==> config.mk <==
export PLATFORM = sky130hd
export DESIGN_NAME = ctrl_seq_param
export DESIGN_NICKNAME = d
export VERILOG_FILES = /design/src/rtl/ctrl_seq_pkg.sv /design/src/rtl/ctrl_seq_decode.sv /design/src/rtl/ctrl_seq_param.sv
export SDC_FILE = /design/constraint.sdc
export NUM_CORES = 1
export LEC_CHECK = 0
export BUFFER_PORTS_ARGS = -buffer_cell sky130_fd_sc_hd__clkbuf_2
export CAP_MARGIN = 20
export CORE_MARGIN = 2
export CORE_UTILIZATION = 48
export DETAILED_ROUTE_END_ITERATION = 16
export HOLD_SLACK_MARGIN = 0.1
export PLACE_DENSITY = 0.81
export SKIP_CTS_REPAIR_TIMING = 1
export SYNTH_ARGS = -nofsm -noshare
export SYNTH_HDL_FRONTEND = slang
export SYNTH_SLANG_ARGS = --single-unit
==> constraint.sdc <==
create_clock -name Clock -period 2.5 [get_ports Clock]
set_input_delay 0 -clock Clock [delete_from_list [all_inputs] [get_ports Clock]]
set_output_delay 0 -clock Clock [all_outputs]
set_load 0.01 [all_outputs]
==> src/rtl/ctrl_seq_pkg.sv <==
// rtl/ctrl_seq_pkg.sv - opcodes, class/state enums and Ctrl strobe bit map for the Mini SRC sequencer
package ctrl_seq_pkg;

    // Opcodes occupy IR[31:27]; every code from 5'b00000 to 5'b11010 is defined
    localparam logic [4:0] OP_LD   = 5'b00000, OP_LDI  = 5'b00001, OP_ST   = 5'b00010;
    localparam logic [4:0] OP_ADD  = 5'b00011, OP_SUB  = 5'b00100, OP_SHR  = 5'b00101;
    localparam logic [4:0] OP_SHL  = 5'b00110, OP_ROR  = 5'b00111, OP_ROL  = 5'b01000;
    localparam logic [4:0] OP_AND  = 5'b01001, OP_OR   = 5'b01010, OP_ADDI = 5'b01011;
    localparam logic [4:0] OP_ANDI = 5'b01100, OP_ORI  = 5'b01101, OP_MUL  = 5'b01110;
    localparam logic [4:0] OP_DIV  = 5'b01111, OP_NEG  = 5'b10000, OP_NOT  = 5'b10001;
    localparam logic [4:0] OP_BR   = 5'b10010, OP_JR   = 5'b10011, OP_JAL  = 5'b10100;
    localparam logic [4:0] OP_IN   = 5'b10101, OP_OUT  = 5'b10110, OP_MFHI = 5'b10111;
    localparam logic [4:0] OP_MFLO = 5'b11000, OP_NOP  = 5'b11001, OP_HALT = 5'b11010;

    typedef enum logic [3:0] {
        CL_ALU, CL_IMM, CL_MULDIV, CL_UNARY, CL_LD, CL_LDI, CL_ST, CL_BR,
        CL_JR, CL_JAL, CL_MFHI, CL_MFLO, CL_IN, CL_OUT, CL_NOP, CL_HALT
    } cls_t;

    typedef enum logic [2:0] {
        S_RST, S_F0, S_F1, S_F2, S_DEC, S_EXEC, S_PAUSE, S_HALT
    } state_t;

    // Ctrl strobe bit indices
    localparam int C_PCOUT  = 0,  C_MARIN  = 1,  C_MEMRD  = 2,  C_MDRIN     = 3;
    localparam int C_MDROUT = 4,  C_IRIN   = 5,  C_INCPC  = 6,  C_PCIN      = 7;
    localparam int C_GRA    = 8,  C_GRB    = 9,  C_GRC    = 10, C_ROUT      = 11;
    localparam int C_RIN    = 12, C_BAOUT  = 13, C_YIN    = 14, C_ZHIN      = 15;
    localparam int C_ZLIN   = 16, C_ZHOUT  = 17, C_ZLOUT  = 18, C_COUT      = 19;
    localparam int C_LOIN   = 20, C_HIIN   = 21, C_LOOUT  = 22, C_HIOUT     = 23;
    localparam int C_CONIN  = 24, C_PCINCOND = 25, C_INPORTOUT = 26, C_OUTPORTIN = 27;
    localparam int C_MEMWR  = 28;
    localparam int CW       = 29;

    function automatic logic [CW-1:0] cbit(input int idx);
        return {{(CW-1){1'b0}}, 1'b1} << idx;
    endfunction

    // Final execute step of each class; the instruction boundary is taken when leaving it
    function automatic logic [2:0] last_step(input cls_t c);
        case (c)
            CL_ALU, CL_IMM, CL_LDI: return 3'd5;
            CL_MULDIV, CL_BR:       return 3'd6;
            CL_UNARY, CL_JAL:       return 3'd4;
            CL_LD, CL_ST:           return 3'd7;
            default:                return 3'd3;
        endcase
    endfunction

endpackage

==> src/rtl/ctrl_seq_decode.sv <==
// rtl/ctrl_seq_decode.sv - combinational opcode to instruction class and legality
// Ports: i_opcode (IR opcode field) -> o_cls (execute class), o_legal (opcode defined)
module ctrl_seq_decode
    import ctrl_seq_pkg::*;
#(
    parameter int OPW = 5
) (
    input  logic [OPW-1:0] i_opcode,
    output cls_t           o_cls,
    output logic           o_legal
);

    always_comb begin
        o_cls   = CL_NOP;
        o_legal = 1'b1;
        case (i_opcode)
            OP_ADD, OP_SUB, OP_AND, OP_OR,
            OP_SHL, OP_SHR, OP_ROL, OP_ROR: o_cls = CL_ALU;
            OP_ADDI, OP_ANDI, OP_ORI:       o_cls = CL_IMM;
            OP_MUL, OP_DIV:                 o_cls = CL_MULDIV;
            OP_NEG, OP_NOT:                 o_cls = CL_UNARY;
            OP_LD:                          o_cls = CL_LD;
            OP_LDI:                         o_cls = CL_LDI;
            OP_ST:                          o_cls = CL_ST;
            OP_BR:                          o_cls = CL_BR;
            OP_JR:                          o_cls = CL_JR;
            OP_JAL:                         o_cls = CL_JAL;
            OP_MFHI:                        o_cls = CL_MFHI;
            OP_MFLO:                        o_cls = CL_MFLO;
            OP_IN:                          o_cls = CL_IN;
            OP_OUT:                         o_cls = CL_OUT;
            OP_NOP:                         o_cls = CL_NOP;
            OP_HALT:                        o_cls = CL_HALT;
            default:                        o_legal = 1'b0;
        endcase
    end

endmodule

==> src/rtl/ctrl_seq_param.sv <==
// rtl/ctrl_seq_param.sv - multicycle fetch/decode/execute control sequencer for the Mini SRC datapath
// Ports: Clock, Reset (async, high); IR, MemAck, Stop, StepEn, Step in;
//        Ctrl strobe word, R_enableIn (jal link), Run, Halted, BusErr (sticky), IllegalOp, InstrDone out
module ctrl_seq_param
    import ctrl_seq_pkg::*;
#(
    parameter int OPW      = 5,
    parameter int NREG     = 16,
    parameter int LINK_REG = 15,
    parameter int MEM_TO   = 8
) (
    input  logic            Clock,
    input  logic            Reset,
    input  logic [31:0]     IR,
    input  logic            MemAck,
    input  logic            Stop,
    input  logic            StepEn,
    input  logic            Step,
    output logic [CW-1:0]   Ctrl,
    output logic [NREG-1:0] R_enableIn,
    output logic            Run,
    output logic            Halted,
    output logic            BusErr,
    output logic            IllegalOp,
    output logic            InstrDone
);

    localparam int WCW = $clog2(MEM_TO + 1);
    localparam logic [NREG-1:0] LINK_MASK = {{(NREG-1){1'b0}}, 1'b1} << LINK_REG;

    state_t         r_state, w_nstate;
    logic [2:0]     r_tstep, w_ntstep;
    cls_t           r_cls, w_dcls;
    logic [WCW-1:0] r_wcnt, w_nwcnt;
    logic           r_buserr;
    logic           w_legal, w_waiting, w_last, w_timeout;
    logic           w_unused_ir;

    assign w_unused_ir = ^IR[31-OPW:0];

    ctrl_seq_decode #(.OPW(OPW)) u_decode (
        .i_opcode (IR[31:32-OPW]),
        .o_cls    (w_dcls),
        .o_legal  (w_legal)
    );

    // Memory wait states: instruction fetch read, ld T6 read, st T7 write
    assign w_waiting = (r_state == S_F1) ||
                       (r_state == S_EXEC && ((r_cls == CL_LD && r_tstep == 3'd6) ||
                                              (r_cls == CL_ST && r_tstep == 3'd7)));
    assign w_last    = (r_state == S_EXEC) && (r_tstep == last_step(r_cls));
    assign w_timeout = w_waiting && !MemAck && (r_wcnt == WCW'(MEM_TO - 1));

    always_comb begin
        w_nstate = r_state;
        w_ntstep = r_tstep;
        w_nwcnt  = '0;      // counter clears on every exit so each wait starts at 0
        if (w_waiting && !MemAck) begin
            if (w_timeout) w_nstate = S_HALT;
            else           w_nwcnt  = r_wcnt + 1'b1;
        end else begin
            case (r_state)
                S_RST:  w_nstate = S_F0;
                S_F0:   w_nstate = S_F1;
                S_F1:   w_nstate = S_F2;
                S_F2:   w_nstate = S_DEC;
                S_DEC: begin
                    if (!w_legal)               w_nstate = S_F0;
                    else if (w_dcls == CL_HALT) w_nstate = S_HALT;
                    else begin
                        w_nstate = S_EXEC;
                        w_ntstep = 3'd3;
                    end
                end
                S_EXEC: begin
                    if (w_last) w_nstate = (Stop || StepEn) ? S_PAUSE : S_F0;
                    else        w_ntstep = r_tstep + 3'd1;
                end
                S_PAUSE: if (!Stop && (!StepEn || Step)) w_nstate = S_F0;
                S_HALT:  w_nstate = S_HALT;
                default: w_nstate = S_RST;
            endcase
        end
    end

    always_ff @(posedge Clock or posedge Reset) begin
        if (Reset) begin
            r_state  <= S_RST;
            r_tstep  <= 3'd0;
            r_cls    <= CL_NOP;
            r_wcnt   <= '0;
            r_buserr <= 1'b0;
        end else begin
            r_state <= w_nstate;
            r_tstep <= w_ntstep;
            r_wcnt  <= w_nwcnt;
            if (r_state == S_DEC) r_cls    <= w_dcls;
            if (w_timeout)        r_buserr <= 1'b1;
        end
    end

    // Moore strobe decode from {state, class, tstep}
    always_comb begin
        Ctrl = '0;
        case (r_state)
            S_F0: Ctrl = cbit(C_PCOUT) | cbit(C_MARIN);
            S_F1: Ctrl = cbit(C_MEMRD) | cbit(C_MDRIN);
            S_F2: Ctrl = cbit(C_MDROUT) | cbit(C_IRIN) | cbit(C_INCPC) | cbit(C_PCIN);
            S_EXEC: begin
                case (r_cls)
                    CL_ALU, CL_IMM, CL_MULDIV: begin
                        case (r_tstep)
                            3'd3: Ctrl = cbit(C_GRB) | cbit(C_ROUT) | cbit(C_YIN);
                            3'd4: Ctrl = cbit(C_ZHIN) | cbit(C_ZLIN) |
                                         ((r_cls == CL_IMM) ? cbit(C_COUT) : (cbit(C_GRC) | cbit(C_ROUT)));
                            3'd5: Ctrl = (r_cls == CL_MULDIV) ? (cbit(C_ZLOUT) | cbit(C_LOIN))
                                                              : (cbit(C_ZLOUT) | cbit(C_GRA) | cbit(C_RIN));
                            3'd6: Ctrl = cbit(C_ZHOUT) | cbit(C_HIIN);
                            default: Ctrl = '0;
                        endcase
                    end
                    CL_UNARY: begin
                        if (r_tstep == 3'd3) Ctrl = cbit(C_GRB) | cbit(C_ROUT) | cbit(C_ZHIN) | cbit(C_ZLIN);
                        else                 Ctrl = cbit(C_ZLOUT) | cbit(C_GRA) | cbit(C_RIN);
                    end
                    CL_LD, CL_LDI, CL_ST: begin
                        case (r_tstep)
                            3'd3: Ctrl = cbit(C_GRB) | cbit(C_BAOUT) | cbit(C_YIN);
                            3'd4: Ctrl = cbit(C_COUT) | cbit(C_ZHIN) | cbit(C_ZLIN);
                            3'd5: Ctrl = (r_cls == CL_LDI) ? (cbit(C_ZLOUT) | cbit(C_GRA) | cbit(C_RIN))
                                                           : (cbit(C_ZLOUT) | cbit(C_MARIN));
                            3'd6: Ctrl = (r_cls == CL_ST) ? (cbit(C_GRA) | cbit(C_ROUT) | cbit(C_MDRIN))
                                                          : (cbit(C_MEMRD) | cbit(C_MDRIN));
                            3'd7: Ctrl = (r_cls == CL_ST) ? cbit(C_MEMWR)
                                                          : (cbit(C_MDROUT) | cbit(C_GRA) | cbit(C_RIN));
                            default: Ctrl = '0;
                        endcase
                    end
                    CL_BR: begin
                        case (r_tstep)
                            3'd3: Ctrl = cbit(C_GRA) | cbit(C_ROUT) | cbit(C_CONIN);
                            3'd4: Ctrl = cbit(C_PCOUT) | cbit(C_YIN);
                            3'd5: Ctrl = cbit(C_COUT) | cbit(C_ZHIN) | cbit(C_ZLIN);
                            3'd6: Ctrl = cbit(C_ZLOUT) | cbit(C_PCINCOND);
                            default: Ctrl = '0;
                        endcase
                    end
                    CL_JR:   Ctrl = cbit(C_GRA) | cbit(C_ROUT) | cbit(C_PCIN);
                    CL_JAL:  Ctrl = (r_tstep == 3'd3) ? cbit(C_PCOUT)
                                                      : (cbit(C_GRA) | cbit(C_ROUT) | cbit(C_PCIN));
                    CL_MFHI: Ctrl = cbit(C_HIOUT) | cbit(C_GRA) | cbit(C_RIN);
                    CL_MFLO: Ctrl = cbit(C_LOOUT) | cbit(C_GRA) | cbit(C_RIN);
                    CL_IN:   Ctrl = cbit(C_INPORTOUT) | cbit(C_GRA) | cbit(C_RIN);
                    CL_OUT:  Ctrl = cbit(C_GRA) | cbit(C_ROUT) | cbit(C_OUTPORTIN);
                    default: Ctrl = '0;
                endcase
            end
            default: Ctrl = '0;
        endcase
    end

    assign R_enableIn = (r_state == S_EXEC && r_cls == CL_JAL && r_tstep == 3'd3) ? LINK_MASK : '0;
    assign Run        = (r_state != S_PAUSE) && (r_state != S_HALT);
    assign Halted     = (r_state == S_HALT);
    assign BusErr     = r_buserr;
    assign IllegalOp  = (r_state == S_DEC) && !w_legal;
    // Wait counter is still zero only on the first cycle of a held final step
    assign InstrDone  = w_last && (r_wcnt == '0);

endmodule

# After elaboration in Yosys (flattened, before gate mapping)
# Memory sizes are Yosys's and may differ from the RTL's.
# Index checks and enable logic that the tools add are counted.
# word_totals
regBits	15
memories	1
rom_bits	48
output_inout_bits	50
input_bits	38
# op_classes
reduce_logical	34
n_addsub	2
mux	29
eq_ne	62
bitwise	1
# memory_table
memory	words	width	rd	rd_clocked_by_memory_dff	write_ports	line_no	text
(no name shown)	16	3	1	0	0	ctrl_seq_pkg.sv:41	case (c)
# op_table
cell	count
$pmux 29 s10	1
$pmux 29 s5	1
$pmux 29 s4	1
$pmux 26 s4	1
$pmux 22 s4	1
$pmux 4 s15	1
$eq 5x5->1 const B	11
$eq 5x4->1 const B	8
$mux 29	1
$eq 4x4->1 const B	7
$mux 3	9
$reduce_or 27->1	1
$eq 3x3->1 const B	8
$mux 12	2
$pmux 3 s8	1
$mux 21	1
$eq 4x3->1 const B	5
$eq 5x3->1 const B	4
$mux 20	1
$mux 19	1
$mux 16	1
$mux 13	1
$logic_and 1x1->1	12
$eq 5x2->1 const B	2
27 further kinds	46

# Longest topological paths before layout
# Gate-level depths: netlist of run 1.
# depth
ltp_word	9
depth_mapped	8
depth_no_buf	7

# Cells and area by module
# From an unflattened synthesis of run 1, not the netlist that was laid out.
# unflattened
hier_cells	255
area_unflattened_um2	1900.6
# by_module_without_submodules
module	area_each_um2	cells_each	seq_area_each_um2	n_inst
ctrl_seq_param	1710.4	225	379.1	1
ctrl_seq_decode	190.2	30	0.0	1

# Worst setup path before layout of run 1
# Ideal clock, no wire load.
# synth_timing
path_kind	reg2reg
from	register r_tstep[1]
to	register r_tstep[2]
stages_incl_launch_ff	8
arrival_ps	1690
path_buffers	0
slack_ps	688
cell_sequence	dfrtp_1 > ha_1 > ha_1 > nand2_1 > a2111o_1 > o311ai_2 > nor2_1 > a32o_1
# synth_between
elab_chain_len	8
elab_cells_between_ends	16
classes_between	add/sub: 1; eq/ne: 4; mux: 2; bitwise: 1; reduce/logical: 8
# synth_rtl
item	line_no	text
start, declared	ctrl_seq_param.sv:32	logic [2:0] r_tstep, w_ntstep;
start signal, assigned	ctrl_seq_param.sv:95	r_tstep <= w_ntstep;
$eq 3x3->1 (on tied branches)	ctrl_seq_param.sv:49, ctrl_seq_param.sv:50	
$logic_and 1x1->1 (on tied branches)	ctrl_seq_param.sv:49, ctrl_seq_param.sv:50	
$logic_or 1x1->1	ctrl_seq_param.sv:49	(r_state == S_EXEC && ((r_cls == CL_LD && r_tstep == 3'd6) ||
$logic_and 1x1->1	ctrl_seq_param.sv:49	
$logic_or 1x1->1	ctrl_seq_param.sv:48	assign w_waiting = (r_state == S_F1) ||
$logic_and 1x1->1	ctrl_seq_param.sv:58	if (w_waiting && !MemAck) begin
$not 1->1 (no source line)	-	
$reduce_and 5->1 (no source line)	-	
# Parallel ways exist; a longest one is shown, timed or not. The select of a mux whose other input is x is not followed.
# A chain may end at the register's enable or synchronous reset.

# Worst setup path after layout of run 1
# layout_timing
from	register r_tstep[1]
to	register r_state[0]
# layout_between
elab_chain_len	9
elab_cells_between_ends	16
classes_between	eq/ne: 6; mux: 1; reduce/logical: 9
# layout_rtl
item	line_no	text
$eq 3x3->1 (on tied branches)	ctrl_seq_param.sv:49, ctrl_seq_param.sv:50	
$logic_and 1x1->1 (on tied branches)	ctrl_seq_param.sv:49, ctrl_seq_param.sv:50	
$logic_or 1x1->1	ctrl_seq_param.sv:49	
$logic_and 1x1->1	ctrl_seq_param.sv:49	
$logic_or 1x1->1	ctrl_seq_param.sv:48	
$logic_and 1x1->1	ctrl_seq_param.sv:52, ctrl_seq_param.sv:58	
$logic_and 1x1->1	ctrl_seq_param.sv:52	assign w_timeout = w_waiting && !MemAck && (r_wcnt == WCW'(MEM_TO - 1));
$ne 2x2->1 (no source line)	-	
$reduce_and 3->1 (no source line)	-	
end signal, assigned	ctrl_seq_param.sv:94	r_state <= w_nstate;
end, declared	ctrl_seq_param.sv:31	state_t r_state, w_nstate;
# Parallel ways exist; a longest one is shown, timed or not.

==> out/metrics.cfg, run 1 <==
[timing]
final.setup.tns_ns=0
worst_max_slew_pin_slew_ns=0.715
timing.max_slew.rel_slack_pct=51.8
clock.fmax_mhz=442
min_period_ns=2.26
setup_viol=0
final.period_utilization_pct=90.6
final-max-slew-violation-count=0
final.setup_skew_ns=0.00473
grt_setup_unrepaired=false
hold_viol=0

[critical_path]
critical-path-slowest-cell=sky130_fd_sc_hd__a2111oi_1
crit_required_ns=2.68
path_max_fanout=7
worst-setup-path-type=reg -> reg
critical_path.startpoint_type=flop
worst_path_dominant_cell_family=compound AO/OA/AOI/OAI gates
worstReg2RegStart=r_tstep[1]
max_stage_delay_ns=0.53
r2r_setup_slack_ns=0.24
cp_num_buf_inv=0
reg2reg_to=r_state[0]
critPathCaptureType=flop
critical-path-top-cell-by-count=sky130_fd_sc_hd__ha_1
worst-r2r-cell-count=6
worst_ep_arrival_time_ns=2.44
crit_path_cell_trace=ha_1 > ha_1 > nand2_1 > a2111oi_1 > o21ai_0 > a41oi_2

[yosys]
synth_compound_area_share_pct=27.4
cells_taking_the_most_area_after_synthesis=sky130_fd_sc_hd__dfrtp_1, sky130_fd_sc_hd__buf_4, sky130_fd_sc_hd__nor2_1
synthesis_stage_register_bit_count=15
asyncSetResetFlopFracSynth_pct=100
post-synth-top-area-cell=sky130_fd_sc_hd__dfrtp_1
yosys_warnings=0
main_combinational_cell_family_by_area_after_synthesis=simple AND/OR/NAND/NOR gates
synth_area_um2=1960
synth_edf_count=0
synth.avg_cell_area_um2=7.36
synth_top_cell_area_share_pct=15.3
synthCells=266
synthSimpleGateAreaFrac_pct=30.8
synthAdderAreaFrac_pct=5.75
synth.area.mux_share_pct=1.02
dominantRegCellSynth=sky130_fd_sc_hd__dfrtp_1
yosys.area_share.xor_xnor_pct=0.895
ys_seq_area_share_pct=19.4
synthDistinctLibCells=66

[run]
max_cap_violations=0

[hold_path]
timing.hold.worst.class=in -> reg
min_from=IR[31]
whs_endpoint=r_cls[3]
whs_path_depth=3

[clock_tree]
clockBufferDepth=2
cts_buf_count=3
ctsHtreeMaxLevel=1
library_cell_used_as_clock_root_buffer=sky130_fd_sc_hd__clkbuf_8
cts_tree=done
clock-sinks=15
clk_latency_ns=0.25
clock_pin_slew_of_the_registers_on_the_worst_case_setup_and_hold_paths_ns=0.06

[route]
routed_wl_um=4630
routed-via-count=1939
drt.antenna.violating_nets=0
dr.pass1.iters=4
avgViaCountPerCell=5.57
avgRoutedWirePerCell_um=13.3
drtIter0Drc=258
route.detailed.drc=0

[pwr]
intPower_mw=1.07
power_spent_charging_and_discharging_nets_mw=1.24
power.clock.fraction_pct=8.7
power_per_cell_area_nw_per_um2=1070
p_leak_nw=0.964
power_frac_comb_pct=67.3
p_sw_share_pct=53.6
power.ir.vdd_worst_uv=515
sequentialPowerShare_pct=24.0

[global_route]
gr_util_all_layers_pct=21.2
grt_max_degree=27
globalRouteOverflowTotal=0
number_of_antenna_violations_at_the_first_check_in_global_routing=0
grt_pass1_wl_um=7620
first_global_vias=1707

[cells_and_area]
total_number_of_nets_in_the_final_design=346
final_core_utilization_pct=54.3
layout_commonest_cell=sky130_fd_sc_hd__clkbuf_2
layout_common_cells=sky130_fd_sc_hd__clkbuf_2, sky130_fd_sc_hd__nor2_1, sky130_fd_sc_hd__nand2_1
share_of_layout_cells_above_drive_strength_1_pct=25.2
n_antenna_cell=0
syn2layout_area_growth_pct=10.2

[floorplan]
core_area_um2=3970
rows=23
fp.dieW_um=67.9
initial_core_util_pct=49.3
ports_placed_on_the_boundary=88
design.die.area_um2=4600
chipHeight_um=67.9

[placement]
gp_routability_congestion=0.841
hpwlAfterDp_um=3530
numPortBuffers=45

[outcome]
status=finished, final reports clean

## worst max path at each step
stage	depth (start not counted)	from	slack [ns]	endpoint
floorplan	7	r_tstep[1]	0.69	r_tstep[2]
global placement	6	r_tstep[1]	0.36	r_state[0]
detailed placement	6	r_tstep[1]	0.28	r_state[0]
CTS	7	r_state[1]	0.25	Ctrl[2]
global route	7	r_state[1]	0.06	Ctrl[2]
finish	6	r_tstep[1]	0.24	r_state[0]
## cells in the mapped netlist, types with 2 or more instances
| cell | instances |
|---|---|
| sky130_fd_sc_hd__o21ai_0 | 12 |
| sky130_fd_sc_hd__nor2_1 | 38 |
| sky130_fd_sc_hd__o22ai_1 | 4 |
| sky130_fd_sc_hd__nand3_1 | 9 |
| sky130_fd_sc_hd__a21oi_1 | 17 |
| sky130_fd_sc_hd__o32ai_1 | 2 |
| sky130_fd_sc_hd__o21ba_2 | 2 |
| sky130_fd_sc_hd__buf_4 | 22 |
| sky130_fd_sc_hd__nand2b_1 | 6 |
| sky130_fd_sc_hd__nor4b_1 | 2 |
| sky130_fd_sc_hd__or3_1 | 2 |
| sky130_fd_sc_hd__mux2i_1 | 2 |
| sky130_fd_sc_hd__ha_1 | 9 |
| sky130_fd_sc_hd__and2_1 | 2 |
| sky130_fd_sc_hd__clkbuf_1 | 10 |
| sky130_fd_sc_hd__nand2_1 | 25 |
| sky130_fd_sc_hd__a311oi_1 | 2 |
| sky130_fd_sc_hd__a211oi_1 | 4 |
| sky130_fd_sc_hd__inv_1 | 13 |
| sky130_fd_sc_hd__dfrtp_1 | 12 |
| sky130_fd_sc_hd__o31ai_1 | 4 |
| sky130_fd_sc_hd__nor3b_1 | 3 |
| sky130_fd_sc_hd__or2_2 | 2 |
| sky130_fd_sc_hd__nand3b_1 | 3 |
| sky130_fd_sc_hd__nor2b_1 | 4 |
| sky130_fd_sc_hd__nor3_1 | 7 |
| sky130_fd_sc_hd__dfstp_2 | 3 |
| sky130_fd_sc_hd__a31oi_1 | 4 |
| sky130_fd_sc_hd__buf_2 | 4 |
## state kept, by name, indices dropped and copies added, names as in the netlist
| name | flops |
|---|---|
| r_cls | 4 |
| r_wcnt | 4 |
| r_state | 3 |
| r_tstep | 3 |
| BusErr | 1 |
## through the flow
| stage | instances | setup slack [ns] | area, um2 | power [mW] | hold slack [ns] |
|---|---|---|---|---|---|
| finish | 348 | 0.236 | 2160 | 2.31 | 0.0714 |
| global route | 348 | 0.0626 | 2160 | 2.54 | 0.117 |
| CTS | 347 | 0.249 | 2150 | 2.31 | -0.212 |
| detailed placement | 343 | 0.281 | 2100 | 2.09 | 0.0632 |
| global placement | 343 | 0.356 | 2100 | 2.06 | 0.0655 |
| floorplan | 280 | 0.688 | 2010 | 1.77 | -0.101 |
## power groups by stage
| stage | clock network, mW | registers [mW] | logic, mW |
|---|---|---|---|
| after floorplan | 0 | 0.405 | 1.36 |
| after global placement | 0 | 0.549 | 1.51 |
| after CTS | 0.206 | 0.554 | 1.55 |
| final | 0.202 | 0.556 | 1.56 |
| after detailed placement | 0 | 0.556 | 1.54 |
| after global routing | 0.218 | 0.583 | 1.74 |
## kinds of logic after synthesis
logic type | count (synthesis)
AO/OA/AOI/OAI | 71
XOR/XNOR | 2
adder cells (fa/ha/maj) | 9
buffers and inverters | 50
flip-flops | 15
multiplexers | 2
other | 1
AND/OR/NAND/NOR | 116
## cell type report
type	instances	area, um2
clock inverter	1	7.51
clock buffer	3	41.3
fill	391	1810
sequential	15	379
multi-input combinational	215	1350
timing repair buffer	51	273
tap	50	62.6
inverter	13	48.8
## worst reg2reg max path, cell delays in order, from the launching register on
cell,delay [ns]
sky130_fd_sc_hd__dfrtp_1,0.45
sky130_fd_sc_hd__ha_1,0.23
sky130_fd_sc_hd__ha_1,0.24
sky130_fd_sc_hd__nand2_1,0.09
sky130_fd_sc_hd__a2111oi_1,0.53
sky130_fd_sc_hd__o21ai_0,0.38
sky130_fd_sc_hd__a41oi_2,0.27
## routing by layer
metal | GRT usage (%) | wire, um | up-vias
met2 | 34.2 | 2240 | 60
li1 | - | - | 976
met3 | 2.63 | 241 | 9
met1 | 28.9 | 2060 | 894
met5 | 0 | 0 | -
met4 | 8.50 | 84 | 0
No activity file was read; power rests on OpenSTA's default activity.
==> run 2: changes to the inputs <==
--- a/config.mk
+++ b/config.mk
@@ -10,6 +10,7 @@
 export CORE_MARGIN = 2
 export CORE_UTILIZATION = 48
 export DETAILED_ROUTE_END_ITERATION = 16
+export GPL_TIMING_DRIVEN = 0
 export HOLD_SLACK_MARGIN = 0.1
 export PLACE_DENSITY = 0.81
 export SKIP_CTS_REPAIR_TIMING = 1
==> run 2 against run 1 <==
  * First-iteration DRC count down 20%
  * Non-clock buffer count up 27
  * Power up 5.1%
  * Hold slack better by 0.053 ns
  * Critical path depth up 1
  * Fmax up 3.4%
  * Final area up 7.9%
  * Utilization up 4.3 points
  * Final cell count up 7.8%
  * Sequential power down 23%
  * Critical path type is now reg -> out
  * Largest cell class unchanged
==> out/metrics.cfg, run 2 (synthesis gave the netlist of run 1 again) <==
[clock_tree]
cts_tree=done
library_cell_used_as_clock_root_buffer=sky130_fd_sc_hd__clkbuf_8
ctsHtreeMaxLevel=1  ; unchanged
cts_buf_count=3  ; unchanged
clk_latency_ns=0.25  ; about the same
clock_pin_slew_of_the_registers_on_the_worst_case_setup_and_hold_paths_ns=0.06  ; about the same
clockBufferDepth=2  ; unchanged
clock-sinks=15  ; unchanged

[timing]
final-max-slew-violation-count=0  ; unchanged
grt_setup_unrepaired=false
final.setup_skew_ns=0.00151  ; -0.00322 ns
final.setup.tns_ns=0  ; unchanged
timing.max_slew.rel_slack_pct=52.4  ; +0.56 points
worst_max_slew_pin_slew_ns=0.707  ; -0.00826 ns
hold_viol=0  ; unchanged
setup_viol=0  ; unchanged
clock.fmax_mhz=457  ; +3.4%
final.period_utilization_pct=87.6  ; -3.0 points
min_period_ns=2.19  ; -0.0743 ns

[floorplan]
fp.dieW_um=67.9  ; unchanged
chipHeight_um=67.9  ; unchanged
core_area_um2=3970  ; unchanged
rows=23  ; unchanged
design.die.area_um2=4600  ; unchanged
ports_placed_on_the_boundary=88  ; unchanged
initial_core_util_pct=49.3  ; unchanged

[placement]
numPortBuffers=40  ; -11%
post-place-cells=370  ; +7.9%
gp_routability_congestion=0.894  ; +6.3%
hpwlAfterDp_um=3960  ; +12%

[global_route]
number_of_antenna_violations_at_the_first_check_in_global_routing=0  ; unchanged
met1_usage_pct=29.6  ; +0.69 points
grt_util_met2_pct=39.2  ; +5.0 points
grtUsageMet3_pct=0.493  ; -2.1 points
globalRoute.busiestLayer=met2
first_global_vias=1827  ; +7.0%
globalRouteOverflowTotal=0  ; unchanged
grt_pass1_wl_um=8050  ; +5.5%
gr_util_all_layers_pct=22.6  ; +1.3 points
grt_max_degree=16  ; -41%

[cells_and_area]
n_antenna_cell=0  ; unchanged
layout_commonest_cell=sky130_fd_sc_hd__clkbuf_2
reg_top3=r_cls x4, r_wcnt x4
total_number_of_nets_in_the_final_design=373  ; +7.8%
layout_common_cells=sky130_fd_sc_hd__clkbuf_2, sky130_fd_sc_hd__nor2_1, sky130_fd_sc_hd__nand2_1
finish.cell_count_without_fillers=375  ; +7.8%
share_of_layout_cells_above_drive_strength_1_pct=28.3  ; +3.1 points
syn2layout_area_growth_pct=19.0

[pwr]
power_frac_comb_pct=74.0  ; +6.7 points
intPower_mw=1.14  ; +6.2%
p_leak_nw=1.07  ; +12%
p_sw_share_pct=53.1  ; -0.50 points
power.clock.fraction_pct=8.3  ; -0.4 points
power_spent_charging_and_discharging_nets_mw=1.29  ; +4.1%
power.ir.vdd_worst_uv=529  ; +2.8%
power_per_cell_area_nw_per_um2=1040  ; -2.7%
sequentialPowerShare_pct=17.7  ; -6.3 points

[critical_path]
critPathCaptureType=output port
worstReg2RegStart=r_tstep[1]
cp_num_buf_inv=4  ; +4
critical-path-slowest-cell=sky130_fd_sc_hd__dfrtp_1
crit_path_cell_trace=buf_2 > inv_1 > nor3_4 > nand2_1 > nor3_1 > buf_4 > clkbuf_2
max_stage_delay_ns=0.41  ; -0.12 ns
critical_path.startpoint_type=flop
worst-setup-path-type=reg -> out
crit_required_ns=2.50  ; -0.18 ns
crit_start=r_state[0]
worst_ep_arrival_time_ns=2.19  ; -0.25 ns
worst_path_dominant_cell_family=simple AND/OR/NAND/NOR gates
path_max_fanout=10  ; +3

[route]
routed_wl_um=5070  ; +9.5%
avgViaCountPerCell=5.62  ; +0.89%
avgRoutedWirePerCell_um=13.5  ; +1.6%
route.detailed.drc=0  ; unchanged
routed-via-count=2108  ; +8.7%
drt.antenna.violating_nets=0  ; unchanged
drtIter0Drc=206  ; -20%
dr.pass1.iters=6  ; +2

[hold_path]
timing.hold.worst.class=in -> reg
min_from=IR[31]

[run]
max_cap_violations=0  ; unchanged

[outcome]
status=finished, final reports clean

-- run 2: cell type report --
class / count / area (um2)
clock buffer: 3 / 41.3
inverter: 13 / 48.8
multi-input combinational: 215 / 1350
fill: 387 / 1640
timing repair buffer: 41 / 210
sequential: 15 / 379
tap: 50 / 62.6
clock inverter: 1 / 5.00
buffer: 37 / 236
-- run 2: worst paths after layout --
check | end | slack [ns] | cells past startpoint
max in group asynchronous | r_cls[3] | 1.81 | 3
worst min register to register | BusErr | 0.48 | 1
worst min-delay path | r_cls[3] | 0.12 | 3
worst max register to register | r_state[0] | 0.36 | 6
min in group asynchronous | r_tstep[2] | 0.32 | 3
worst max-delay path | Ctrl[21] | 0.31 | 7
-- run 2: tightest hold or removal path, stage by stage --
cell and delay, ns:
sky130_fd_sc_hd__clkbuf_1 0.19, sky130_fd_sc_hd__nand3_1 0.12, sky130_fd_sc_hd__nand2_1 0.06
-- run 2: metal layers --
| layer | up-vias | share of wire [%] | wire length, um |
|---|---|---|---|
| met5 | - | 0 | 0 |
| met4 | 0 | 1.9 | 98 |
| met3 | 13 | 6.6 | 335 |
| met2 | 108 | 49 | 2510 |
| met1 | 957 | 42 | 2130 |
| li1 | 1030 | - | - |
-- run 2: power by group through the flow --
| stage | registers (mW) | logic (mW) | clock network, mW |
|---|---|---|---|
| 5_1_grt | 0.439 | 1.97 | 0.215 |
| 3_5_place_dp | 0.428 | 1.77 | 0 |
| 3_3_place_gp | 0.425 | 1.75 | 0 |
| 4_1_cts | 0.425 | 1.78 | 0.204 |
| 6_report | 0.430 | 1.80 | 0.202 |
| 2_1_floorplan | 0.405 | 1.36 | 0 |
-- run 2: stage by stage --
step / utilization (%) / hold WS (ns) / total power, mW / cell area [um2] / setup slack [ns]
2_1_floorplan: - / -0.101 / 1.77 / 2010 / 0.688
4_1_cts: 58.4 / -0.205 / 2.41 / 2320 / 0.342
3_5_place_dp: 57.2 / 0.0697 / 2.20 / 2270 / 0.388
6_report: 58.6 / 0.125 / 2.43 / 2330 / 0.310
5_1_grt: 58.6 / 0.174 / 2.62 / 2330 / 0.114
3_3_place_gp: 57.2 / 0.0584 / 2.17 / 2270 / 0.419
